==> config.mk <==
export PLATFORM = sky130hd
export DESIGN_NAME = fa_serial
export DESIGN_NICKNAME = d
export VERILOG_FILES = /design/src/rtl/fa_serial.sv
export SDC_FILE = /design/constraint.sdc
export NUM_CORES = 1
export LEC_CHECK = 0
export CORE_MARGIN = 2
export CORE_UTILIZATION = 45
export DETAILED_ROUTE_END_ITERATION = 10
export DONT_BUFFER_PORTS = 1
export HOLD_SLACK_MARGIN = 0.02
export PLACE_DENSITY = 0.63
export SLEW_MARGIN = 10
export SYNTH_ARGS = -nofsm -noshare
export SYNTH_HDL_FRONTEND = slang
export SYNTH_SLANG_ARGS = --single-unit
==> constraint.sdc <==
create_clock -name clk -period 2.8 [get_ports clk]
set_clock_uncertainty 0.15 [all_clocks]
set_input_delay 0.56 -clock clk [delete_from_list [all_inputs] [get_ports clk]]
set_output_delay 0.56 -clock clk [all_outputs]
set_load 0.02 [all_outputs]
==> src/rtl/fa_serial.sv <==
// Bit-serial full adder: one full-adder cell plus carry flop, LSB first.
// Optional overflow output enabled by FA_SERIAL_OVERFLOW_EN.
module fa_serial #(
  parameter int WIDTH = 8
) (
  input  logic             clk,
  input  logic             rst,
  input  logic             start,
  input  logic [WIDTH-1:0] a,
  input  logic [WIDTH-1:0] b,
  input  logic             c,
  output logic             busy,
  output logic             done,
  output logic [WIDTH-1:0] sum,
`ifdef FA_SERIAL_OVERFLOW_EN
  output logic             cout,
  output logic             ovf
`else
  output logic             cout
`endif
);

  localparam int CW = (WIDTH > 1) ? $clog2(WIDTH) : 1;

  typedef enum logic [1:0] {
    IDLE,
    SHIFT,
    DONE
  } state_t;

  state_t state, state_n;

  logic [WIDTH-1:0] sa, sb, work;
  logic             carry;
  logic [CW-1:0]    cnt;
  logic             s_bit, c_next, last, accept;

  // single full-adder cell on the current LSBs
  always_comb begin
    s_bit  = sa[0] ^ sb[0] ^ carry;
    c_next = (sa[0] & sb[0]) | (carry & (sa[0] ^ sb[0]));
    last   = (cnt == CW'(WIDTH - 1));
  end

  // state register
  always_ff @(posedge clk) begin
    if (rst) state <= IDLE;
    else     state <= state_n;
  end

  // next state, handshake outputs and start acceptance
  always_comb begin
    state_n = state;
    busy    = 1'b0;
    done    = 1'b0;
    accept  = 1'b0;
    unique case (state)
      IDLE: begin
        if (start) begin
          accept  = 1'b1;
          state_n = SHIFT;
        end
      end
      SHIFT: begin
        busy = 1'b1;
        if (last) state_n = DONE;
      end
      DONE: begin
        done = 1'b1;
        if (start) begin
          accept  = 1'b1;
          state_n = SHIFT;
        end else begin
          state_n = IDLE;
        end
      end
      default: state_n = IDLE;
    endcase
  end

  // operand shifting, carry, bit count and result capture
  always_ff @(posedge clk) begin
    if (rst) begin
      sa    <= '0;
      sb    <= '0;
      work  <= '0;
      carry <= 1'b0;
      cnt   <= '0;
      sum   <= '0;
      cout  <= 1'b0;
`ifdef FA_SERIAL_OVERFLOW_EN
      ovf   <= 1'b0;
`endif
    end else if (accept) begin
      sa    <= a;
      sb    <= b;
      carry <= c;
      work  <= '0;
      cnt   <= '0;
    end else if (state == SHIFT) begin
      sa    <= sa >> 1;
      sb    <= sb >> 1;
      carry <= c_next;
      work  <= {s_bit, work[WIDTH-1:1]};
      cnt   <= cnt + CW'(1);
      if (last) begin
        sum  <= {s_bit, work[WIDTH-1:1]};
        cout <= c_next;
`ifdef FA_SERIAL_OVERFLOW_EN
        ovf  <= carry ^ c_next;
`endif
      end
    end
  end

endmodule

==> results.yml <==
power:
  power_frac_seq: 0.549
  switchingPower_uw: 269
  p_clk_frac: 0.359
  internal-power_uw: 790
  p_per_area_mw_per_mm2: 675
  combPwrFrac: 0.091
  p_leak_uw: 0.000522
  ir_drop_mv: 0.338
  netSwitchingFraction: 0.254
final_layout:
  fin_area_mm2: 0.00157
  syn2layout_area_growth_pct: 3.72
  final_cells: 218
  drive_gt1_frac: 0.0698
  final_nets: 194
  diodes: 0
cts:
  post_cts_buffers: 0
  clk_latency_ns: 0.37
  htreeDepth: 2
  cts_resized: 0
  clock_sinks: 38
  clockBufferDepth: 2
  cts.reportedPaths.clkPinSlew_ns: 0.14
  ctsHoldBuffers: 0
  cts_root_buf: "clkbuf_4"
  cts_tree: "built"
  numCtsBuffers: 5
global_routing:
  busiest_layer: "met2"
  gr-usage-met2: 0.293
  antenna_found_initial: 0
  grt_pass1_vias: 1116
  grt_use_met1: 0.192
  grt_remaining_overflow: 0
  globalRouteTotalUtil: 0.174
  grt_max_degree: 37
  grt_first_pass_wirelength_mm: 4.78
  use_met3: 0.0559
critical_path:
  critPathArrivalTime_ns: 1.24
  path_class: "reg2out"
  cp-start-kind: "register"
  end_kind: "output pin"
  path_max_fanout: 36
  cp.required_ns: 2.09
sta:
  finalSetupViolations: 0
  slew_viol_final: 0
  fin_crit_sh: 0.697
  tightest_slew_ns: 0.444
  period_needed_ns: 1.95
  setup_tns_ns: 0
  clock.fmax_mhz: 512
  rsz0062_at_grt: "false"
  slew_headroom: 0.704
  final-hold-violation-count: 0
outcome:
  status: "completed"
placed_design:
  io_buffer_count: 0
  placed_area_mm2: 0.00149
  gp_congestion: 0.829
  hpwlAfterDp_mm: 1.98
  placedCellCount: 210
logic_synthesis:
  synth_area_mm2: 0.00151
  synth.avg_cell_area_um2: 8.59
  ys_ff_latch: 38
  synth_cell_types: 25
  ys_warn_count: 0
  seq_area_frac_synth: 0.503
  synth_nets: 199
  syn_inst: 176
routing:
  drt_first_iter_violations: 59
  viasPerCell: 5.47
  antenna_left: 0
  routed_wl_mm: 3.01
  wl_per_cell_um: 13.8
  drtPass1Iterations: 4
  vias: 1193
  drc: 0
floorplanning:
  start_util: 0.461
  die_h_um: 62.0
  rows: 21
  die_area_mm2: 0.00384
  coreArea_mm2: 0.00328
  die_width_um: 62.0
  io_pins: 31
hold_path:
  hold_path_class: "in2reg"
job:
  cap_violations: 0
-- state kept, by name, indices dropped and copies added (netlist names) --
name / flops
cnt: 3
sb: 8
carry: 1
work: 7
sa: 8
state: 2
sum: 8
cout: 1
-- synth_stat cells --
cell,count,share of area
buf_6,4,0.030
nand3b_1,1,0.0050
nor3_1,17,0.056
buf_2,3,0.0099
buf_1,2,0.0050
nand2b_2,1,0.0058
ha_1,2,0.017
o22ai_1,8,0.033
mux2i_1,1,0.0066
a22oi_1,2,0.0099
nand3_1,12,0.040
nand2_1,38,0.094
a21oi_1,21,0.069
nor2b_1,2,0.0083
clkbuf_2,1,0.0033
clkbuf_1,1,0.0025
fa_1,1,0.013
a311oi_1,5,0.029
nand2b_1,2,0.0083
nor2_1,8,0.020
buf_4,3,0.015
inv_6,1,0.0058
xnor2_1,1,0.0058
o21a_1,1,0.0050
dfxtp_1,38,0.50
-- kinds of logic after synthesis --
kind of cell / synth area share
XOR/XNOR: 0.00579
flip-flops: 0.503
AO/OA/AOI/OAI: 0.146
AND/OR/NAND/NOR: 0.237
multiplexers: 0.00662
adder cells (fa/ha/maj): 0.0298
buffers and inverters: 0.0711
-- layout by cell type (no fill, tap or decap), types with 2 or more instances in the layout --
cell type | netlist | layout
nor2_1 | 8 | 8
o22ai_1 | 8 | 8
nor3_1 | 17 | 17
a21oi_1 | 21 | 21
buf_4 | 3 | 2
nand2b_1 | 2 | 2
nand3_1 | 12 | 12
ha_1 | 2 | 2
a22oi_1 | 2 | 2
nand2_1 | 38 | 38
a311oi_1 | 5 | 5
dfxtp_1 | 38 | 38
clkinvlp_4 | 0 | 2
nor2b_1 | 2 | 2
clkbuf_4 | 0 | 5
-- worst max-delay path, stage by stage (launching register included) --
cell and delay (ns):
dfxtp_1 0.44, nand2b_1 0.16, inv_6 0.27
-- power groups by stage --
| stage | clock, uW | combinational [uW] | sequential (uW) |
|---|---|---|---|
| after floorplan | 0 | 98.9 | 590 |
| after global placement | 0 | 93.6 | 593 |
| after detailed placement | 0 | 96.6 | 593 |
| after CTS | 387 | 97.0 | 581 |
| after global routing | 417 | 108 | 585 |
| final | 381 | 96.5 | 581 |
-- metrics by stage --
| stage | hold slack (ns) | power [uW] | util | setup slack (ns) |
|---|---|---|---|---|
| 3_3_place_gp | 0.298 | 686 | 0.453 | 1.20 |
| 2_1_floorplan | 0.287 | 689 | - | 1.31 |
| 4_1_cts | 0.0876 | 1070 | 0.478 | 0.846 |
| 5_1_grt | 0.0667 | 1110 | 0.478 | 0.745 |
| 3_5_place_dp | 0.310 | 690 | 0.453 | 1.07 |
| 6_report | 0.102 | 1060 | 0.478 | 0.847 |
-- path summary, 6_finish.rpt --
kind | startpoint | to | slack, ns | cells past startpoint
max | state[0]$_SDFFE_PP0P_ | busy | 0.85 | 2
min | rst | sum[3]$_SDFFE_PP0P_ | 0.10 | 1
max reg2reg | cnt[0]$_SDFFE_PP0N_ | sum[2]$_SDFFE_PP0P_ | 1.08 | 5
min reg2reg | work[1]$_SDFFE_PP0N_ | work[1]$_SDFFE_PP0N_ | 0.32 | 2
-- routing by layer --
metal	wire length [um]	up-vias
li1	-	607
met1	1350	556
met2	1420	25
met3	191	5
met4	52	0
met5	0	-
-- area by class of cell --
class	instances	area [um^2]
multi-input combinational	123	644
tap	46	57.6
clock inverter	3	45.0
fill	322	1720
inverter	1	8.76
clock buffer	5	37.5
sequential	38	761
timing repair buffer	2	15.0
Power figures use the tool's default switching activity.
